<file path="src/rtl/alu_issue.sv">
// alu_issue: RV32I ALU-class decoder with a one-entry output register plus skid register.
// Outputs are fully registered; in_ready depends only on the skid flag.
module alu_issue (
    input  logic        clk,
    input  logic        reset,
    input  logic        in_valid,
    output logic        in_ready,
    input  logic [31:0] instruction,
    input  logic [31:0] pc,
    input  logic [31:0] rs1_value,
    input  logic [31:0] rs2_value,
    input  logic        flush,
    input  logic        out_ready,
    output logic        out_valid,
    output logic [31:0] out_source,
    output logic [31:0] out_arg_1,
    output logic [2:0]  out_alu_op,
    output logic        out_is_alt,
    output logic [4:0]  out_rd,
    output logic        out_write_en,
    output logic        out_illegal
);
    typedef struct packed {
        logic        illegal;
        logic        write_en;
        logic [4:0]  rd;
        logic [2:0]  alu_op;
        logic        is_alt;
        logic [31:0] source;
        logic [31:0] arg_1;
    } entry_t;

    entry_t      dec, out_q, out_d, skid_q, skid_d;
    logic        out_valid_q, out_valid_d, skid_valid_q, skid_valid_d;
    logic        legal, alt, is_shift;
    logic [31:0] src, arg;
    logic [2:0]  op;
    logic        in_xfer, out_xfer;

    wire [6:0] opcode = instruction[6:0];
    wire [2:0] funct3 = instruction[14:12];
    wire [6:0] funct7 = instruction[31:25];
    wire [4:0] rd     = instruction[11:7];

    always_comb begin
        legal    = 1'b0;
        alt      = 1'b0;
        src      = rs1_value;
        arg      = rs2_value;
        op       = funct3;
        is_shift = funct3 == 3'd1 || funct3 == 3'd5;
        if (opcode == 7'h33) begin
            alt   = funct7 == 7'h20;
            legal = funct7 == 7'h00 || (alt && (funct3 == 3'd0 || funct3 == 3'd5));
            arg   = is_shift ? {27'b0, rs2_value[4:0]} : rs2_value;
        end else if (opcode == 7'h13) begin
            alt   = funct3 == 3'd5 && funct7 == 7'h20;
            legal = funct3 == 3'd1 ? funct7 == 7'h00 :
                    funct3 == 3'd5 ? (funct7 == 7'h00 || funct7 == 7'h20) : 1'b1;
            arg   = is_shift ? {27'b0, instruction[24:20]} : {{20{instruction[31]}}, instruction[31:20]};
        end else if (opcode == 7'h37 || opcode == 7'h17) begin
            legal = 1'b1;
            src   = opcode == 7'h17 ? pc : 32'b0;
            arg   = {instruction[31:12], 12'b0};
            op    = 3'd0;
        end
        dec          = '0;
        dec.illegal  = !legal;
        dec.write_en = legal && rd != 5'd0;
        dec.rd       = legal ? rd : 5'd0;
        dec.alu_op   = legal ? op : 3'd0;
        dec.is_alt   = legal && alt;
        dec.source   = legal ? src : 32'b0;
        dec.arg_1    = legal ? arg : 32'b0;
    end

    assign in_ready = !skid_valid_q;
    assign in_xfer  = in_valid && in_ready;
    assign out_xfer = out_valid_q && out_ready;

    // An accepted entry can only land in skid when the output register is stalled.
    always_comb begin
        out_d        = out_q;
        skid_d       = skid_q;
        out_valid_d  = out_valid_q;
        skid_valid_d = skid_valid_q;
        if (flush) begin
            out_valid_d  = 1'b0;
            skid_valid_d = 1'b0;
        end else if (skid_valid_q) begin
            if (out_xfer) begin
                out_d        = skid_q;
                skid_valid_d = 1'b0;
            end
        end else if (!out_valid_q || out_xfer) begin
            out_valid_d = in_xfer;
            if (in_xfer) out_d = dec;
        end else if (in_xfer) begin
            skid_d       = dec;
            skid_valid_d = 1'b1;
        end
    end

    always_ff @(posedge clk or negedge reset) begin
        if (!reset) begin
            out_q        <= '0;
            skid_q       <= '0;
            out_valid_q  <= 1'b0;
            skid_valid_q <= 1'b0;
        end else begin
            out_q        <= out_d;
            skid_q       <= skid_d;
            out_valid_q  <= out_valid_d;
            skid_valid_q <= skid_valid_d;
        end
    end

    assign out_valid    = out_valid_q;
    assign out_source   = out_q.source;
    assign out_arg_1    = out_q.arg_1;
    assign out_alu_op   = out_q.alu_op;
    assign out_is_alt   = out_q.is_alt;
    assign out_rd       = out_q.rd;
    assign out_write_en = out_q.write_en;
    assign out_illegal  = out_q.illegal;
endmodule

</file>
<file path="config.mk">
export PLATFORM = sky130hd
export DESIGN_NAME = alu_issue
export DESIGN_NICKNAME = d
export VERILOG_FILES = /design/src/rtl/alu_issue.sv
export SDC_FILE = /design/constraint.sdc
export NUM_CORES = 1
export LEC_CHECK = 0
export ABC_AREA = 1
export ABC_CLOCK_PERIOD_IN_PS = 1800
export CAP_MARGIN = 20
export CORE_MARGIN = 1.5
export CORE_UTILIZATION = 46
export DETAILED_ROUTE_END_ITERATION = 6
export GPL_TIMING_DRIVEN = 0
export PLACE_DENSITY = 0.76
export SYNTH_ARGS = -nofsm -noshare
export SYNTH_HDL_FRONTEND = slang
export SYNTH_SLANG_ARGS = --single-unit
</file>
<file path="constraint.sdc">
create_clock -name clk -period 1.8 [get_ports clk]
set_input_delay 0.18 -clock clk [delete_from_list [all_inputs] [get_ports clk]]
set_output_delay 0.18 -clock clk [all_outputs]
set_load 0.05 [all_outputs]
</file>
Yosys cells after proc, flatten, opt, wreduce, memory -nomap -nowiden
Cells that the tools add are included.
- register bits: 152
- output and inout bits: 77
- logic and storage cells: 87
- equality and inequality tests: 9
- mux-type cells: 35
- bitwise operators: 3
- reduce and logical (&&, ||, !) cells: 24
- operators with widths (cell ; number):
    $mux W32 ; 11
    $mux W75 ; 4
    $eq A7 B6 Y1 const B ; 3
    $mux W1 ; 15
    $eq A7 B5 Y1 const B ; 2
    $mux W3 ; 4
    $reduce_and A4 Y1 ; 2
    $logic_not A7 Y1 ; 1
    $logic_and A1 B1 Y1 ; 6
    $logic_or A1 B1 Y1 ; 6
    $reduce_bool A2 Y1 ; 3
    $mux W5 ; 1
    $reduce_bool A5 Y1 ; 1
    $eq A3 B1 Y1 const B ; 1
    $eq A3 B3 Y1 const B ; 1
    $logic_not A1 Y1 ; 3
    $logic_not A3 Y1 ; 1
    $not A1 Y1 ; 3
    $ne A2 B1 Y1 const B ; 1
    $ne A2 B2 Y1 const B ; 1
    $reduce_and A2 Y1 ; 1

Logic depth before layout (Yosys ltp)
- depth in word-level cells: 10
- mapped depth: 14
- gate-level depth less buffers: 12

Least setup slack after synthesis
No wires, ideal clock.
- kind: register -> register
- from: register out_valid_q (netlist: out_valid)
- to: register out_q, in the netlist out_arg_1[13]
- setup time: 66 ps
- arrival time: 1725 ps
- data required time: 1734 ps
- slack: 9 ps
- cell stages (with the launch flop): 9
- period minus slack after synthesis: 1791 ps
- cell sequence: dfrtp_1 > inv_1 > nor2_1 > nor2_1 > nand2_1 > buf_2 > clkbuf_1 > nand2_1 > nand2_1
- cells in the longest elaborated chain, start to end: 4
- elaborated cells on any way between the ends: 6
- RTL lines (element ; RTL line ; RTL):
    start: declaration ; 34 ; logic out_valid_q, out_valid_d, skid_valid_q, skid_valid_d;
    start signal: assignment ; 113 ; out_valid_q <= out_valid_d;
    $logic_not A1 Y1 or $logic_and A1 B1 Y1 (tied branches) ; 95, 79 ;
    $logic_or A1 B1 Y1 ; 95 ; end else if (!out_valid_q || out_xfer) begin
    $reduce_bool A2 Y1 (no line) ; -- ;
    $reduce_and A4 Y1 (no line) * ; -- ;
    end signal: assignment ; 111 ; out_q <= out_d;
    end: declaration ; 33 ; entry_t dec, out_q, out_d, skid_q, skid_d;
Mark *: on every way between the ends. The rest lies on a longest branch, timed or not.
A chain may end at the register's enable or synchronous reset.

Final worst setup path
- from: register out_q, in the netlist out_arg_1[1]
- to: output port out_arg_1[1]
- RTL lines (element ; RTL line ; RTL):
    end: declaration ; 16 ; output logic [31:0] out_arg_1,
No word-level cell between the ends.

==> results.json <==
{
  "outcome": "complete, no violations",
  "critical_path_peak_fanout": 2,
  "area_growth_pct": 44.37,
  "setup_viol": 0,
  "end_kind": "output pin",
  "num_rows": 48,
  "seq_area_sq_mm": 0.003804,
  "power_frac_seq": 0.378,
  "cts_buffers": 17,
  "netlist_area_sq_mm": 0.008223,
  "die_w_um": 136.7,
  "boundaryPins": 210,
  "cp_top_family": "buffers and inverters",
  "postRouteAntennaNets": 0,
  "synth_top_cell_area_share": 0.4626,
  "synth-warning-count": 0,
  "netSwitchingFraction": 0.3298,
  "start_util": 0.4738,
  "grtUsageTotal": 0.3028,
  "insertion_delay_ns": 0.43,
  "syn_nets": 1321,
  "clockBufferDepth": 2,
  "path_cells": "clkdlybuf4s50_1",
  "fillers": 1458,
  "grt_overflow": 0,
  "multiInputGateArea_sq_mm": 0.004153,
  "p_int_mw": 6.792,
  "fmax_ghz": 0.5636,
  "cp.required_ns": 1.62,
  "final_nets": 1570,
  "yosys.area.top_type": "dfrtp_1",
  "syn_avg_cell_area_sq_um": 6.922,
  "finalClockSkew_ns": 0.008666,
  "clk_pin_slew_worst_paths_ns": 0.07,
  "place_inst": 1623,
  "via_per_inst": 5.467,
  "grt_max_degree": 94,
  "die_h_um": 136.7,
  "criticalPathCategory": "reg -> out",
  "clock_sinks": 152,
  "combPwrFrac": 0.245,
  "fp.dieArea_sq_mm": 0.01869,
  "holdCritPathClass": "in -> async",
  "pwr-share-clk": 0.378,
  "firstDrtPassIters": 6,
  "finalCritPeriodShare": 0.9857,
  "switching_power_mw": 3.343,
  "p_leak_nw": 6.535,
  "drt_wl_total_um": 28290,
  "cts_tree": "built",
  "grt_pass1_wl_um": 43440,
  "worstPathArrival_ns": 1.59,
  "wl_per_cell_um": 16.89,
  "synth_area_leaders": "dfrtp_1 (46%), nand2_1 (21%), nand3_1 (12%), nor2_1 (5.7%), a21oi_1 (5.3%)",
  "synth.yosys.seq_area_share": 0.4626,
  "ys_types": 24,
  "slowest_delay_ns": 0.81,
  "total_power_mw": 10.13,
  "power.density_mw_per_mm2": 853.7,
  "htreeDepth": 4,
  "vias": 9158,
  "grt_pass1_vias": 8382,
  "post_dp_cell_area_sq_mm": 0.01063,
  "first_iter_violations": 899,
  "ys_seq_elements": 152,
  "cts-root-buf": "clkbuf_16",
  "rsz0062_at_grt": "yes",
  "grt_antenna_before_repair": 0,
  "port_buffers": 209,
  "syn-instance-count": 1188,
  "ir_drop_uv": 663.1,
  "slew-limit-headroom": 0.3996,
  "fin_cells": 1675,
  "gp_congestion": 0.9243,
  "worst_pin_slew_ns": 0.9006,
  "diodes": 0,
  "cp_slowest_cell": "clkdlybuf4s50_1",
  "drc_errors": 0,
  "startpoint_type": "register",
  "hold_ws_ns": 0.3696,
  "hold_viol": 0,
  "cap_violations": 0,
  "final-max-slew-violation-count": 0,
  "coreArea_sq_mm": 0.01736,
  "stdcell_area_sq_mm": 0.01187,
  "period_minus_slack_ns": 1.774,
  "layout-drive-gt1-share": 0.1207,
  "dp_hpwl_um": 19390,
  "path_buf_inv": 1
}
cell type report:
cell class	count	area share
Clock inverter	14	0.01560
Inverter	24	0.008221
Buffer	87	0.04933
Clock buffer	18	0.03699
Tap cell	225	0.02371
Sequential cell	152	0.3204
Multi-Input combinational cell	927	0.3498
Timing Repair Buffer	228	0.1959
flip-flops by register name (all words and copies together) (netlist names):
name / flops
out_alu_op: 3
out_arg_1: 32
out_illegal: 1
out_is_alt: 1
out_rd: 5
out_source: 32
out_valid: 1
out_write_en: 1
skid_q: 75
skid_valid_q: 1
cells in the mapped netlist:
cell / count
nor3_1: 2
nor3_4: 1
nand2_2: 1
nand3_2: 1
clkbuf_1: 43
o211ai_1: 1
a21oi_1: 87
o21ai_0: 19
clkinv_1: 2
nand2_1: 459
buf_2: 32
nor2_4: 2
nand4_1: 2
nor2_1: 124
o21a_1: 1
buf_1: 7
nand3_1: 192
inv_2: 3
dfrtp_1: 152
buf_4: 4
or2_2: 2
buf_6: 1
inv_1: 19
o21ai_1: 31
placed cells by master, fill, tap and decap left out, drive strengths merged, types with 28 or more instances in the layout:
master and instances:
clkbuf 59, nand2 461, dfrtp 152, nor2 126, o21ai 50, dlymetal6s2s 37, inv 28, nand3 194
buf 66, clkdlybuf4s50 149, a21oi 87
path summary, 6_finish.rpt:
check                           cells past startpoint       startpoint            end  slack (ns)
worst max-delay path                                1     out_arg_1[1]   out_arg_1[1]        0.03
worst min-delay path                                2            reset  out_arg_1[12]        0.37
worst max register to register                      8        out_valid  out_arg_1[17]        0.11
worst min register to register                      2    out_arg_1[25]  out_arg_1[25]        0.48
max in group asynchronous                           3            reset      out_rd[4]        0.60
min in group clk                                    3  instruction[11]     skid_q[72]        0.39
kinds of logic (layout without fill, tap and decap cells):
logic type,after synthesis,after routing,share of synthesized area
buf+inv,111,371,0.05828
simple gates,786,788,0.3939
flops,152,152,0.4626
compound gates,139,139,0.08521
through the flow:
step                utilization  setup TNS (ns)  setup slack, ns
CTS                      0.6526        -0.01855        -0.007613
global route             0.6840         -0.3340         -0.03100
detailed placement       0.6122          -86.60          -0.6900
floorplan                     -               0         0.008686
finish                   0.6840               0          0.02582
global placement         0.6105         -960.89           -5.774
timing repair:
item | 4_1_cts | 5_1_grt
resized for setup | 52 | 191
pin swaps | 2 | 16
gates cloned | 0 | 2
hold buffers | 1 | 0
endpoints found under the setup margin | 173 | 186
endpoints found under the hold margin | 92 | 0
setup buffers | 5 | 12
power by group through the flow:
stage | Sequential [mW] | Combinational (mW) | Clock (mW)
6_report | 3.83 | 2.48 | 3.83
5_1_grt | 3.86 | 2.65 | 4.01
4_1_cts | 3.83 | 2.44 | 3.87
3_5_place_dp | 3.89 | 2.46 | 0
3_3_place_gp | 3.89 | 2.44 | 0
2_1_floorplan | 4.67 | 0.593 | 0
routing by layer:
layer,up-vias,part of all wire,GRT usage
met5,-,0,0
met4,0,0.033,0.1176
met3,61,0.077,0.05407
met2,435,0.48,0.4763
met1,4311,0.41,0.4155
li1,4351,-,-
No activity file was read; power rests on OpenSTA's default activity.
==> RTL edit: new RTL, same flow settings <==
Make the reset (`reset`) synchronous in one clocked block.
--- a/src/rtl/alu_issue.sv
+++ b/src/rtl/alu_issue.sv
@@ -103,3 +103,3 @@
 
-    always_ff @(posedge clk or negedge reset) begin
+    always_ff @(posedge clk) begin
         if (!reset) begin
Formal check against the unedited RTL: differs if reset is asserted again (counterexample within 4 cycles, from zero or initial values and one cycle with reset low); with reset held inactive, the same outputs for 4 cycles.
==> RTL edit against the original RTL <==
The run now ends with design-rule violations left; setup slack lost 0.0037 ns; combinational power fell by 35%; synthesized cell count fell by 4.0%; via count increased by 0.96%; critical path type unchanged; largest cell class unchanged; sequential cell count stayed put; area after synthesis shrank 1.1%; first-iteration DRC count is 2.4% higher; design area shrank 2.7%; critical endpoint is now out_source[6]; die area is 1.1% lower; power fell by 8.9%; routed wire length rose by 3.8%; sequential power fell by 7.0%.
==> RTL edit: results (changes against the original RTL) <==
- Detailed-route via count: 9,246 (+0.96%)
- Synth cell types: 25 (+4.2%)
- Tot GR Track Use: 30.9% (+0.59 points)
- Fillers: 1,524 (+4.5%)
- Number of global-route vias before repair: 8,379 (-0.036%)
- Dpl hpwl: 20,900 um (+7.7%)
- Failing checks: design-rule violations
- Most instantiated cells after synthesis: 259 x nand2_1, 202 x a21oi_1, 152 x dfxtp_1
- Post-route clock skew: 0.00985 ns (+0.00118 ns)
- Post-synth ARST share: 0% (-100 points)
- First-pass GRT wire length: 44,600 um (+2.7%)
- Leak: 4.91 nW (-25%)
- Seq pwr: 0.00356 W (-7.0%)
- Final Net Count: 1,507 (-4.0%)
- Metal3 WL: 2720 um (+25%)
- Synth top area cells: dfxtp_1 37%, a21oi_1 12%, nand2_1 12%
- DRC: 2 (+2)
- Area after DPL: 10,500 um2 (-1.2%)
- Sequential fraction of the synthesis area: 37.4% (-8.8 points)
- Gpl congestion: 0.974 (+5.4%)
- M1 wire length: 12,400 um (+6.2%)
- Largest net degree at the start of global routing: 17 (-82%)
- GR Util met2: 48.3% (+0.68 points)
- Crit path time final: 1.78 ns (+0.00366 ns)
- Status: complete, but fails checks
- Max VDD drop: 741 uV (+12%)
- Initial DRC count: 921 (+2.4%)
- Reg area: 3040 um2 (-20%)
## RTL edit: cell types whose count changed in the layout (fill, tap and decap cells not counted), moves of 21 or more
cell / change
a21oi_1: +112
clkbuf_1: +28
clkdlybuf4s50_1: +24
nor2_1: -109
nand3_2: +44
dfrtp_1: -152
a21oi_2: +33
nand3_1: -72
nand2_1: -188
dfxtp_1: +151
o21ai_0: +100
nand4_1: +21
## RTL edit: final cells by class
type,instances,share of cell area (%)
sequential,152,26.4
timing repair buffer,216,19.4
inverter,18,0.639
multi-input combinational,862,39.6
clock buffer,19,3.84
clock inverter,13,1.90
tap,225,2.44
buffer,107,5.86
## RTL edit: final timing paths
path	from	to	slack, ns	cells past startpoint
max	out_source[6]$_SDFFE_PN0P_	out_source[6]	0.02	1
min	reset	out_arg_1[24]$_SDFFE_PN0P_	0.16	3
max reg2reg	skid_valid_q$_SDFF_PP0_	out_source[21]$_SDFFE_PN0P_	0.05	11
min reg2reg	out_source[5]$_SDFFE_PN0P_	out_source[5]$_SDFFE_PN0P_	0.52	2
## RTL edit: repair_timing
item / CTS / global route
pin swaps: 3 / 5
cloned: 0 / 1
resized for setup: 64 / 110
endpoints found under the setup margin: 155 / 171
buffers inserted: 3 / 4
## RTL edit: through the flow
step	power, W	hold WS, ns	setup slack [ns]	std cells
after floorplan	0.00449	0.321	0.166	1140
after global placement	0.00518	0.509	-0.591	1573
after detailed placement	0.00519	0.518	-0.596	1573
after CTS	0.00921	0.148	-0.00865	1607
after global routing	0.00952	0.177	-0.0321	1612
final	0.00924	0.163	0.0222	1612
## RTL edit: cell families (layout without fill, tap and decap cells)
family | after synthesis | after routing | synth area share (%)
and+or+nand+nor | 476 | 476 | 29.6
DFF | 152 | 152 | 37.4
AOI/OAI and AO/OA | 386 | 386 | 25.2
buffers and inverters | 126 | 373 | 7.75
